[src/rtl/uart_pkg.sv]
// Shared UART definitions: transmitter state encoding, frame width and baud timing helpers.
package uart_pkg;

  typedef enum logic [1:0] {
    IDLE      = 2'd0,
    START_BIT = 2'd1,
    DATA_BITS = 2'd2,
    STOP_BIT  = 2'd3
  } tx_state_t;

  localparam logic [3:0] start_data_stop_width = 4'd10;

  function automatic logic [23:0] calc_pulse_duration(input logic [23:0] baud_rate,
                                                      input logic [27:0] clock_freq);
    logic [27:0] w_q;
    w_q = clock_freq / {4'd0, baud_rate};
    return w_q[23:0];
  endfunction

  function automatic logic [23:0] calc_half_pulse_duration(input logic [23:0] baud_rate,
                                                           input logic [27:0] clock_freq);
    return calc_pulse_duration(baud_rate, clock_freq) >> 1;
  endfunction

endpackage

[src/rtl/uart_baud_counter.sv]
// Bit-period counter: runs 0..pulse_duration-1 and flags the terminal count.
// Clear holds it at zero; at terminal count it wraps to zero on its own.
module uart_baud_counter
  import uart_pkg::*;
#(
  parameter logic [23:0] pulse_duration = 24'd25
) (
  input  logic i_clk,
  input  logic i_rst_n,
  input  logic i_clear,
  output logic o_tc
);

  logic [23:0] r_count;

  assign o_tc = (r_count == pulse_duration - 24'd1);

  always_ff @(posedge i_clk or negedge i_rst_n) begin
    if (!i_rst_n) begin
      r_count <= 24'd0;
    end else if (i_clear || o_tc) begin
      r_count <= 24'd0;
    end else begin
      r_count <= r_count + 24'd1;
    end
  end

endmodule

[src/rtl/uart_tx.sv]
// 8N1 UART transmitter with a one-byte holding register so frames can run back to back.
// Line falls one cycle after accept when idle; uart_ready drops while the holding register is full.
module uart_tx
  import uart_pkg::*;
#(
  parameter logic [23:0] baud_rate  = 24'd4000000,
  parameter logic [27:0] clock_freq = 28'd100000000
) (
  input  logic       uart_clock,
  input  logic       uart_reset,
  input  logic [7:0] uart_d_in,
  input  logic       uart_start,
  output logic       uart_ready,
  output logic       uart_d_out,
  output logic       uart_busy,
  output logic       uart_done
);

  localparam logic [23:0] pulse_duration = calc_pulse_duration(baud_rate, clock_freq);

  tx_state_t  r_state;
  logic [7:0] r_hold;
  logic       r_ready;
  logic [7:0] r_shift;
  logic [2:0] r_idx;
  logic       r_line;
  logic       r_busy;
  logic       r_done;
  logic       w_tc;
  logic       w_clear;

  // The counter only runs while a frame is on the line, so every start bit begins at zero.
  assign w_clear = (r_state == IDLE);

  uart_baud_counter #(
    .pulse_duration(pulse_duration)
  ) u_baud (
    .i_clk   (uart_clock),
    .i_rst_n (uart_reset),
    .i_clear (w_clear),
    .o_tc    (w_tc)
  );

  always_ff @(posedge uart_clock or negedge uart_reset) begin
    if (!uart_reset) begin
      r_state <= IDLE;
      r_hold  <= 8'd0;
      r_ready <= 1'b1;
      r_shift <= 8'd0;
      r_idx   <= 3'd0;
      r_line  <= 1'b1;
      r_busy  <= 1'b0;
      r_done  <= 1'b0;
    end else begin
      r_done <= 1'b0;
      // Accept and take never coincide: a take needs the holding register full, an accept needs it empty.
      if (uart_start && r_ready) begin
        r_hold  <= uart_d_in;
        r_ready <= 1'b0;
      end
      case (r_state)
        IDLE: begin
          r_line <= 1'b1;
          if (!r_ready) begin
            r_shift <= r_hold;
            r_ready <= 1'b1;
            r_line  <= 1'b0;
            r_busy  <= 1'b1;
            r_state <= START_BIT;
          end
        end
        START_BIT: begin
          if (w_tc) begin
            r_line  <= r_shift[0];
            r_idx   <= 3'd0;
            r_state <= DATA_BITS;
          end
        end
        DATA_BITS: begin
          if (w_tc) begin
            if (r_idx == 3'd7) begin
              r_line  <= 1'b1;
              r_state <= STOP_BIT;
            end else begin
              r_shift <= r_shift >> 1;
              r_line  <= r_shift[1];
              r_idx   <= r_idx + 3'd1;
            end
          end
        end
        STOP_BIT: begin
          if (w_tc) begin
            r_done <= 1'b1;
            if (!r_ready) begin
              r_shift <= r_hold;
              r_ready <= 1'b1;
              r_line  <= 1'b0;
              r_state <= START_BIT;
            end else begin
              r_busy  <= 1'b0;
              r_state <= IDLE;
            end
          end
        end
        default: begin
          r_line  <= 1'b1;
          r_busy  <= 1'b0;
          r_state <= IDLE;
        end
      endcase
    end
  end

  assign uart_ready = r_ready;
  assign uart_d_out = r_line;
  assign uart_busy  = r_busy;
  assign uart_done  = r_done;

endmodule

[config.mk]
export PLATFORM = sky130hd
export DESIGN_NAME = uart_tx
export DESIGN_NICKNAME = d
export VERILOG_FILES = /design/src/rtl/uart_pkg.sv /design/src/rtl/uart_baud_counter.sv /design/src/rtl/uart_tx.sv
export SDC_FILE = /design/constraint.sdc
export NUM_CORES = 1
export LEC_CHECK = 0
export CAP_MARGIN = 5
export CORE_MARGIN = 3
export CORE_UTILIZATION = 34
export CTS_BUF_LIST = sky130_fd_sc_hd__clkbuf_2 sky130_fd_sc_hd__clkbuf_4 sky130_fd_sc_hd__clkbuf_8
export CTS_CLUSTER_DIAMETER = 60
export CTS_CLUSTER_SIZE = 40
export DETAILED_ROUTE_END_ITERATION = 7
export PLACE_DENSITY = 0.5
export SLEW_MARGIN = 10
export SYNTH_ARGS = -nofsm -noshare
export SYNTH_HDL_FRONTEND = slang
export SYNTH_HIERARCHICAL = 1
export SYNTH_SLANG_ARGS = --single-unit
[constraint.sdc]
create_clock -name uart_clock -period 7 [get_ports uart_clock]
set_input_delay 1.4 -clock uart_clock [delete_from_list [all_inputs] [get_ports uart_clock]]
set_output_delay 1.4 -clock uart_clock [all_outputs]
set_load 0.01 [all_outputs]
==> impl_metrics.py, run 1 <==
metrics = {
    "status": {
        "outcome": "completed",
    },
    "route": {
        "postRouteAntennaNets": 0,
        "vias": 1815,
        "drc_errors": 0,
        "first_pass_iters": 4,
        "wl_um": 4940,
        "drt_iter0_drc": 69,
        "avgViaCountPerCell": 5.01,
        "wl_per_cell_um": 13.6,
    },
    "place": {
        "portBuffers": 14,
        "gp_congestion": 0.764,
        "hpwl_um": 3350,
        "dp_slack_ns": 4.21,
        "place_inst": 354,
    },
    "sta": {
        "setup-tns-final_ns": 0,
        "min_period_ns": 2.92,
        "maxSlewViolCount": 0,
        "finClkSkew_ns": 0.00665,
        "relSlewSlack_pct": 41.5,
        "hold_viol_final": 0,
        "timing.fmax_ghz": 0.342,
        "fin_ws_ns": 4.08,
        "finalCritPeriodShare_pct": 41.8,
        "rsz0062_at_grt": "false",
        "tightest_slew_ns": 0.876,
        "finalSetupViolCount": 0,
    },
    "layout": {
        "stdcell_count": 362,
        "post_route_cells_drive_above_1_share_pct": 12.2,
        "syn2layout_area_growth_pct": 13.3,
        "nets": 281,
        "fin_util_pct": 39.8,
        "antenna-diode-count": 0,
    },
    "job": {
        "maxCapViolations": 0,
    },
    "logic_synthesis": {
        "async_flop_share_pct": 100,
        "synth_warnings": 6,
        "syn_inst": 250,
        "netlist_top_cells_area": "dfrtp_1 (46%), mux2_2 (4.0%), ha_1 (3.9%)",
        "synthFlopType": "dfrtp_1",
        "synth_top_cell_by_area": "dfrtp_1",
        "yosys_register_bits": 49,
        "synth_area_um2": 2560,
        "synth_top_cells_by_count": "dfrtp_1 (47), nor2_1 (23), nand2_1 (17)",
        "syn_nets": 269,
        "synth_most_common_cell": "dfrtp_1",
        "synth_cell_type_count": 47,
        "yosysSeqAreaShare_pct": 47.9,
        "avgSynthCellArea_um2": 10.3,
        "synth_top_area_share_pct": 45.9,
        "synth_enable_flop_cells": 0,
    },
    "clocking": {
        "root_buffer": "clkbuf_8",
        "htreeDepth": 2,
        "cts_made_buffers": 5,
        "clk_latency_ns": 0.30,
        "clock_sinks": 49,
        "path_clk_slew_ns": 0.10,
        "post-cts-setup-buffers": 0,
        "cts_tree": "done",
        "hold_buffers": 0,
        "cts_resized": 0,
        "cts_buffer_depth": 2,
    },
    "die": {
        "io_pins": 15,
        "start_util_pct": 35.2,
        "rows": 31,
        "coreArea_um2": 7290,
        "die_area_um2": 8620,
        "dieWidth_um": 92.9,
        "dieHeight_um": 92.9,
    },
    "global_route": {
        "grt_pass1_wl_um": 8940,
        "gr-usage-all-layers_pct": 12.9,
        "grt_overflow": 0,
        "grt_max_degree": 50,
        "antenna_found_initial": 0,
        "first_global_vias": 1788,
    },
    "critical_path": {
        "reg2reg_slack_ns": 4.16,
        "cpPeakStageDelay_ns": 0.65,
        "r2r_end": "r_shift[5]",
        "crit_cells": 1,
        "endpoint_kind": "output pin",
        "cp_num_buf_inv": 1,
        "crit_start": "uart_ready",
        "worst-setup-path-type": "reg -> out",
        "r2r_start": "u_baud/r_count[16]",
        "cp_slowest_cell": "dfstp_2",
        "cp_max_fo": 12,
        "start_kind": "flip-flop",
        "path_delay_family": "flip-flops",
        "endpoint": "uart_ready",
        "worstRegToRegCells": 7,
        "worstPathArrival_ns": 1.52,
        "cp_data_required_time_ns": 5.60,
        "crit_chain": "clkdlybuf4s50_1",
    },
    "pwr": {
        "power.density_nw_per_um2": 208,
        "power_leakage_nw": 1.27,
        "max-vdd-ir-drop_mv": 0.0966,
    },
    "hold_path": {
        "hp-start": "r_shift[3]",
        "min_path_type": "reg -> reg",
    },
}
[metrics by stage]
step | total power, mW | area, um2 | hold slack, ns
after floorplan | 0.348 | 2560 | 0.452
after global placement | 0.366 | 2770 | 0.468
after detailed placement | 0.368 | 2770 | 0.475
after CTS | 0.614 | 2910 | 0.498
after global routing | 0.637 | 2910 | 0.513
final | 0.603 | 2910 | 0.493
[how the worst min path moves through the flow]
| stage | endpoint | cells past startpoint |
|---|---|---|
| floorplan | r_shift[4] | 2 |
| global placement | r_shift[4] | 2 |
| detailed placement | r_shift[3] | 2 |
| CTS | r_shift[3] | 2 |
| global route | u_baud/r_count[0] | 1 |
| finish | r_shift[3] | 2 |
[cell usage in the layout (no fill, tap or decap), types with 3 or more instances in the layout]
cell	count
a22o_1	5
nand2_1	17
nor3_1	10
nand3_1	10
or3_1	5
ha_1	8
o21ai_0	10
a21oi_1	10
dfrtp_1	47
mux2i_1	8
clkdlybuf4s50_1	13
clkbuf_8	5
o21ai_2	4
nand4_1	4
o21ai_1	3
or4_1	4
xor2_1	5
inv_1	12
nor2_1	23
xnor2_1	9
mux2_2	9
nor4_1	6
[cell type report]
type	count	area, um2
Clock inverter	3	68.8
Timing Repair Buffer	16	150
Fill cell	750	4390
Sequential cell	49	1230
Clock buffer	5	68.8
Inverter	12	45.0
Multi-Input combinational cell	178	1220
Tap cell	99	124
[metal layers]
layer / track usage [%] / vias to the layer above / share of wire [%]
li1: - / 915 / -
met1: 18.4 / 881 / 51
met2: 19.6 / 14 / 45
met3: 2.44 / 5 / 2.0
met4: 4.40 / 0 / 1.4
met5: 0 / - / 0
[flip-flops by register name (all words and copies together), names as in the netlist]
name,count
uart_busy,1
uart_ready,1
r_state,2
uart_done,1
r_idx,3
u_baud/r_count,24
r_shift,8
r_hold,8
uart_d_out,1
[cell families (layout without fill, tap and decap cells)]
group / count (synthesis) / count (layout) / synth area share (%)
XOR/XNOR: 14 / 14 / 4.78
AND/OR/NAND/NOR: 92 / 92 / 19.3
AO/OA/AOI/OAI: 47 / 47 / 12.5
adder cells (fa/ha/maj): 8 / 8 / 3.90
flip-flops: 49 / 49 / 47.9
multiplexers: 17 / 17 / 7.07
buffers and inverters: 23 / 36 / 4.54
[report_power, final]
part	switching (mW)	internal [mW]	leakage, nW
Combinational	0.0137	0.0249	0.570
Clock	0.0993	0.144	0.0687
Sequential	0.0140	0.307	0.631
Power figures use the tool's default switching activity.
==> run 2: changes to the inputs <==
Clock period 7 ns to 2.8 ns, I/O delays scaled along.
==> run 2 against run 1 <==
Against the previous run: die area stayed put; sequential power is 150% higher; register-to-register slack worse by 3.7 ns; critical endpoint is now r_shift[6].
==> impl_metrics.py, run 2 (synthesis results as in run 1) <==
metrics = {
    "sta": {
        "timing.fmax_ghz": 0.420,
        "tightest_slew_ns": 0.855,
        "hold_viol_final": 0,
        "min_period_ns": 2.38,
        "finalSetupViolCount": 0,
        "finalCritPeriodShare_pct": 85.1,
        "relSlewSlack_pct": 42.9,
        "rsz0062_at_grt": "false",
        "maxSlewViolCount": 0,
        "finClkSkew_ns": 0.00927,
        "setup-tns-final_ns": 0,
    },
    "status": {
        "outcome": "completed",
    },
    "pwr": {
        "power.density_nw_per_um2": 465,
        "pwr-share-comb_pct": 7.2,
        "clkPwrFrac_pct": 32.9,
        "pwr-share-seq_pct": 59.9,
        "max-vdd-ir-drop_mv": 0.213,
        "finalPower_mw": 1.34,
        "swShare_pct": 22.3,
        "netSwitchingPower_uw": 298,
        "power.internal_mw": 1.04,
        "power_leakage_nw": 1.26,
    },
    "route": {
        "wl_met1_um": 2490,
        "wl_um": 4870,
        "wl_per_cell_um": 13.4,
        "avgViaCountPerCell": 5.03,
        "drc_errors": 0,
        "first_pass_iters": 4,
        "top_layer": "met4",
        "drt_iter0_drc": 59,
        "postRouteAntennaNets": 0,
        "wl_met2_um": 2200,
        "vias": 1830,
        "wl_met3_um": 127,
    },
    "layout": {
        "final_common_cell": "dfrtp_1",
        "stdcell_count": 364,
        "regMostFlops": "u_baud/r_count",
        "reg.largest.list": "u_baud/r_count: 24 flops, r_hold: 8 flops, r_shift: 8 flops",
        "fin_util_pct": 39.5,
        "syn2layout_area_growth_pct": 12.3,
        "nets": 283,
        "largest_register_ff_count": 24,
        "n_fill_cell": 769,
        "post_route_cells_drive_above_1_share_pct": 12.8,
        "antenna-diode-count": 0,
        "most-common-layout-cells": "dfrtp_1 (47), nor2_1 (23), nand2_1 (17), clkdlybuf4s50_1 (13), inv_1 (12)",
    },
    "critical_path": {
        "crit_chain": "or4_1 -> or4_1 -> nor2_1 -> nor4b_1 -> a211oi_2 -> nand2_1 -> o21ai_2",
        "cp_num_buf_inv": 0,
        "start_kind": "flip-flop",
        "cp_max_fo": 13,
        "path_common_cell": "or4_1",
        "worst-setup-path-type": "reg -> reg",
        "path_delay_family": "simple AND/OR/NAND/NOR gates",
        "endpoint_kind": "flip-flop",
        "cp_data_required_time_ns": 2.96,
        "worstPathArrival_ns": 2.54,
        "cp_slowest_cell": "or4_1",
        "cpPeakStageDelay_ns": 0.51,
    },
    "die": {
        "start_util_pct": 35.2,
        "dieHeight_um": 92.9,
        "die_area_um2": 8620,
        "rows": 31,
        "dieWidth_um": 92.9,
        "coreArea_um2": 7290,
        "io_pins": 15,
    },
    "clocking": {
        "hold_buffers": 0,
        "cts_resized": 0,
        "clk_latency_ns": 0.29,
        "cts_tree": "done",
        "root_buffer": "clkbuf_8",
        "cts_made_buffers": 5,
        "htreeDepth": 2,
        "post-cts-setup-buffers": 0,
        "clock_sinks": 49,
        "cts_buffer_depth": 2,
        "path_clk_slew_ns": 0.09,
    },
    "job": {
        "maxCapViolations": 0,
    },
    "global_route": {
        "grt_overflow": 0,
        "gr-usage-all-layers_pct": 12.2,
        "grt_pass1_wl_um": 8600,
        "antenna_found_initial": 0,
        "grt_max_degree": 50,
        "first_global_vias": 1777,
    },
    "place": {
        "place_inst": 356,
        "portBuffers": 14,
        "gp_congestion": 0.775,
        "hpwl_um": 3330,
    },
    "hold_path": {
        "min_path_type": "in -> async",
    },
}
run 2: final timing paths:
path	cells past startpoint	endpoint	slack, ns	start
worst min register to register	2	r_shift[4]	0.49	r_shift[4]
worst max-delay path	7	r_shift[6]	0.42	u_baud/r_count[16]
worst min-delay path	2	r_state[0]	0.34	uart_reset
worst max register to register	7	r_shift[6]	0.42	u_baud/r_count[16]
min in group uart_clock	2	r_shift[4]	0.49	r_shift[4]
max in group asynchronous	2	r_shift[6]	2.01	uart_reset
run 2: power groups by stage:
stage / combinational (mW) / sequential, mW / clock (mW)
after floorplan: 0.0662 / 0.803 / 0
after global placement: 0.0975 / 0.817 / 0
after detailed placement: 0.0992 / 0.818 / 0
after CTS: 0.0994 / 0.804 / 0.465
after global routing: 0.109 / 0.810 / 0.500
final: 0.0961 / 0.802 / 0.441
run 2: layer usage:
layer,track usage (%),up-vias
li1,-,917
met1,17.2,889
met2,19.4,20
met3,1.79,4
met4,3.66,0
met5,0,-
run 2: cell type report:
class                           instances  area [um2]  share of cell area, %
Inverter                               12        45.0                   1.56
Clock inverter                          1        7.51                  0.261
Multi-Input combinational cell        178        1220                   42.4
Sequential cell                        49        1230                   42.7
Timing Repair Buffer                   18         165                   5.73
Tap cell                               99         124                   4.30
Clock buffer                            7        90.1                   3.13
run 2: through the flow:
step,cell area (um2),worst slack (ns),hold WS [ns]
6_report,2880,0.417,0.342
5_1_grt,2880,0.229,0.409
4_1_cts,2880,0.397,0.384
3_5_place_dp,2780,0.398,0.471
3_3_place_gp,2780,0.439,0.465
2_1_floorplan,2560,0.403,0.264
